$ cat config.mk
export PLATFORM = sky130hd
export DESIGN_NAME = fir4_mac_datapath
export DESIGN_NICKNAME = d
export VERILOG_FILES = /design/src/rtl/fir4_mac_datapath.sv
export SDC_FILE = /design/constraint.sdc
export NUM_CORES = 1
export LEC_CHECK = 0
export ABC_AREA = 1
export ABC_CLOCK_PERIOD_IN_PS = 4610
export BUFFER_PORTS_ARGS = -buffer_cell sky130_fd_sc_hd__buf_2
export CAP_MARGIN = 0
export CORE_ASPECT_RATIO = 1.4
export CORE_MARGIN = 1.5
export CORE_UTILIZATION = 55
export CTS_CLUSTER_SIZE = 25
export DETAILED_ROUTE_END_ITERATION = 8
export PLACE_DENSITY = 0.74
export SLEW_MARGIN = 10
export SYNTH_ARGS = -nofsm -noshare
export SYNTH_HDL_FRONTEND = slang
export SYNTH_SLANG_ARGS = --single-unit
export TNS_END_PERCENT = 20
$ cat constraint.sdc
create_clock -name ph1 -period 4.61 [get_ports ph1]
set_input_delay 0.2305 -clock ph1 [delete_from_list [all_inputs] [get_ports ph1]]
set_output_delay 0.2305 -clock ph1 [all_outputs]
set_load 0.02 [all_outputs]
$ cat src/rtl/fir4_mac_datapath.sv
`default_nettype none
// ============================================================================
// Module   : fir4_mac_datapath
// Purpose  : 4-tap signed FIR multiply-accumulate datapath driven by a
//            4-state frame controller (tap select, load and clear strobes).
// Revision : 1.0 - initial release
// ============================================================================
module fir4_mac_datapath #(
    parameter int DATA_W = 8,
    parameter int COEF_W = 8,
    parameter int ACC_W  = DATA_W + COEF_W + 2
) (
    input  logic                     ph1,
    input  logic                     reset,
    input  logic [1:0]               mux_control,
    input  logic                     data_load,
    input  logic                     clear_accum,
    input  logic signed [DATA_W-1:0] sample_in,
    input  logic                     coef_we,
    input  logic [1:0]               coef_addr,
    input  logic signed [COEF_W-1:0] coef_data,
    output logic signed [ACC_W-1:0]  result_out,
    output logic                     out_valid
);

    localparam int         PROD_W  = DATA_W + COEF_W;
    localparam int         GUARD_W = ACC_W - PROD_W;
    localparam logic [2:0] c_FULL  = 3'd4;

    logic signed [DATA_W-1:0] r_taps [0:3];
    logic signed [COEF_W-1:0] r_coef [0:3];
    logic signed [ACC_W-1:0]  r_acc;
    logic [2:0]               r_fill_cnt;
    logic signed [ACC_W-1:0]  r_result;
    logic                     r_valid;

    logic signed [DATA_W-1:0] w_tap;
    logic signed [COEF_W-1:0] w_coef;
    logic signed [PROD_W-1:0] w_tap_ext;
    logic signed [PROD_W-1:0] w_coef_ext;
    logic signed [PROD_W-1:0] w_prod;
    logic signed [ACC_W-1:0]  w_prod_ext;
    logic signed [ACC_W-1:0]  w_sum;
    logic                     w_capture;

    // Operands are widened to the full product width first so the multiply
    // is exact and signed without relying on context-width rules.
    assign w_tap      = r_taps[mux_control];
    assign w_coef     = r_coef[mux_control];
    assign w_tap_ext  = {{COEF_W{w_tap[DATA_W-1]}}, w_tap};
    assign w_coef_ext = {{DATA_W{w_coef[COEF_W-1]}}, w_coef};
    assign w_prod     = w_tap_ext * w_coef_ext;
    assign w_prod_ext = {{GUARD_W{w_prod[PROD_W-1]}}, w_prod};
    assign w_sum      = r_acc + w_prod_ext;
    assign w_capture  = clear_accum && (r_fill_cnt == c_FULL);

    always_ff @(posedge ph1 or posedge reset) begin
        if (reset) begin
            for (int i = 0; i < 4; i++) begin
                r_taps[i] <= '0;
                r_coef[i] <= '0;
            end
            r_acc      <= '0;
            r_fill_cnt <= '0;
            r_result   <= '0;
            r_valid    <= 1'b0;
        end else begin
            r_acc   <= clear_accum ? '0 : w_sum;
            r_valid <= w_capture;
            if (w_capture) begin
                r_result <= w_sum;
            end
            // Shift happens after this edge; the sum above saw the old taps.
            if (data_load) begin
                r_taps[0] <= sample_in;
                for (int i = 1; i < 4; i++) begin
                    r_taps[i] <= r_taps[i-1];
                end
                if (r_fill_cnt != c_FULL) begin
                    r_fill_cnt <= r_fill_cnt + 3'd1;
                end
            end
            if (coef_we) begin
                r_coef[coef_addr] <= coef_data;
            end
        end
    end

    assign result_out = r_result;
    assign out_valid  = r_valid;

endmodule
`default_nettype wire

==> impl_metrics.yaml <==
run_status:
  outcome: "finished, violations left"
  violations: "negative hold slack, negative setup slack"
detailed_routing:
  drt_iter0_drc: 286
  drt_wl_total_um: 18300
  drc: 0
  num_vias: 6240
  dr.pass1.iters: 5
  viasPerCell: 5.22
  detail_route.wl_per_cell_um: 15.3
  antenna_left: 0
worst_setup_path:
  required_ns: 4.85
  critPathArrivalTime_ns: 4.98
  reg2reg_depth: 20
  path_class: "reg2reg"
  endpoint_kind: "flop"
  critPathLaunchType: "flop"
  r2r_setup_slack_ns: -0.13
  worst-path-max-fanout: 6
place:
  place_congestion: 0.923
  hpwlAfterDp_um: 13300
  detailed_place.area_um2: 8770
  numPortBuffers: 43
  placedCellCount: 1171
synth:
  synth_edf_count: 0
  yosysWarnings: 0
  synth_seq_cells: 104
  synth.distinct_cells: 31
  syn_area_um2: 7780
  ys_seq_area_frac: 0.334
  synth_top_cell_by_area: "dfrtp_1"
  synthTopCellsByCount: "186 x nand2_1, 147 x inv_1, 104 x dfrtp_1"
  synthFlopType: "dfrtp_1"
  synth_area_per_cell_um2: 8.76
  synth_top_area_frac: 0.334
  synth_async_sr_flop_share: 1.00
  synthTopCellsByArea: "dfrtp_1 33%, fa_1 21%, nand2_1 9.0%, inv_1 7.1%, ha_1 7.1%"
  syn_inst: 889
  synth.most_common_cell: "nand2_1"
  synth_nets: 1038
clock_network:
  cts_buffers: 9
  clk_pin_slew_ns: 0.08
  clockRootBuffer: "clkbuf_16"
  cts.sinks: 104
  cts_tree: "done"
  clk_latency_ns: 0.37
  ctsHtreeMaxLevel: 3
  cts-hold-fix-buffers: 0
  cts_buffer_depth: 2
sta:
  timing.final.max_slew_violations: 0
  setup_viol: 18
  fin_crit_ns: 4.74
  fmax_mhz: 211
  tightest_slew_ns: 1.00
  timing.final.crit_share: 1.03
  finalClockSkew_ns: 0.00898
  slew_headroom: 0.332
  fin_ws_ns: -0.129
  hold_slack_ns: -0.0135
  rsz0062_at_grt: "true"
  final-hold-violation-count: 21
global_routing:
  antenna_found_initial: 0
  gr-usage-all-layers: 0.263
  grt_pass1_vias: 6361
  grt_overflow: 0
  grt_max_degree: 66
  grt_first_pass_wirelength_um: 30500
die:
  chipHeight_um: 144
  die_area_um2: 14900
  core.rowCount: 51
  start_util: 0.562
  coreArea_um2: 13800
  io-pin-count: 44
  die_w_um: 104
final_layout:
  stdcell_count: 1196
  fin_nets: 1156
  syn_to_final_growth_pct: 22.5
  layout-drive-gt1-share: 0.260
  fin_area_um2: 9540
  post-route-util: 0.689
  antenna_cells: 0
hold_path:
  hold_path_class: "in2async"
run:
  drv_cap: 0
logic make-up (layout without fill, tap and decap cells):
| family | Yosys count | in the layout | share of synthesized area |
|---|---|---|---|
| xor+xnor | 9 | 9 | 0.0101 |
| compound gates | 135 | 135 | 0.109 |
| fa+ha+maj | 124 | 124 | 0.276 |
| flops | 104 | 104 | 0.334 |
| simple gates | 324 | 324 | 0.169 |
| buf+inv | 193 | 315 | 0.101 |
state kept, by name (all words and copies together), names as in the netlist:
register,count
out_valid,1
r_acc,18
r_coef,32
r_fill_cnt,3
r_taps,32
result_out,18
layer usage:
metal / share of wire / routed length (µm) / global-route usage
met2: 0.53 / 9790 / 0.483
met3: 0.029 / 531 / 0.0327
met4: 0.042 / 776 / 0.133
met1: 0.39 / 7240 / 0.305
met5: 0 / 0 / 0
critical path, cell delays in order (launching register included):
cell	delay, ns
dfrtp_1	0.39
a21oi_1	0.16
o21ai_1	0.13
nand2_4	0.18
nor2_4	0.07
fa_1	0.54
inv_2	0.06
buf_4	0.15
fa_1	0.55
inv_1	0.09
fa_1	0.51
fa_1	0.58
ha_4	0.23
ha_4	0.28
nand2_1	0.09
nor2_2	0.16
nand2_1	0.13
nand3_1	0.11
nand2_1	0.07
nand2_2	0.07
o21ai_1	0.06
final cells by class:
class                   instances  area, µm²
fillers                      1065       4310
repair buffers                133        952
flip-flops and latches        104       2600
clock buffers                   9        225
clock inverters                 6       78.8
well taps                     185        231
inverters                     167        637
multi-input cells             592       4810
final timing paths:
path,start,endpoint
max,r_taps[7]$_DFFE_PP0P_,result_out[16]$_DFFE_PP0P_
min reg2reg,result_out[4]$_DFFE_PP0P_,result_out[4]$_DFFE_PP0P_
min,reset,r_coef[5]$_DFFE_PP0P_
min in group ph1,sample_in[5],r_taps[29]$_DFFE_PP0P_
max in group asynchronous,reset,r_taps[31]$_DFFE_PP0P_
max reg2reg,r_taps[7]$_DFFE_PP0P_,result_out[16]$_DFFE_PP0P_
per-stage QoR:
stage	setup TNS (ns)	setup WS, ns	hold slack (ns)
floorplan	-2.38	-0.221	0.351
detailed placement	-9.65	-0.538	0.411
global placement	-7.77	-0.427	0.408
global route	-5.51	-0.318	0.0584
finish	-1.63	-0.129	-0.0135
CTS	-1.11	-0.113	0.00844
cells in the final DEF (no fill, tap or decap), drive strengths merged:
cell type  count
inv          169
xnor2          4
buf          133
dfrtp        104
or2            1
nand3         22
nand2        192
clkinv         3
a21o           1
nor2         105
o21ai         74
clkbuf         9
fa            80
nor3           1
o211ai         1
ha            44
a32oi         14
nand4          3
xor2           5
a21oi         43
o21a           2
bufinv         1
what timing repair did:
action	in CTS	in global routing
gates cloned	0	0
endpoints found under the setup margin	22	24
setup buffers	3	7
pin swaps	34	8
gates resized for setup	44	34
Power is not shown: default switching activity piles up to over one toggle a cycle in this logic, so the estimate is an artifact.
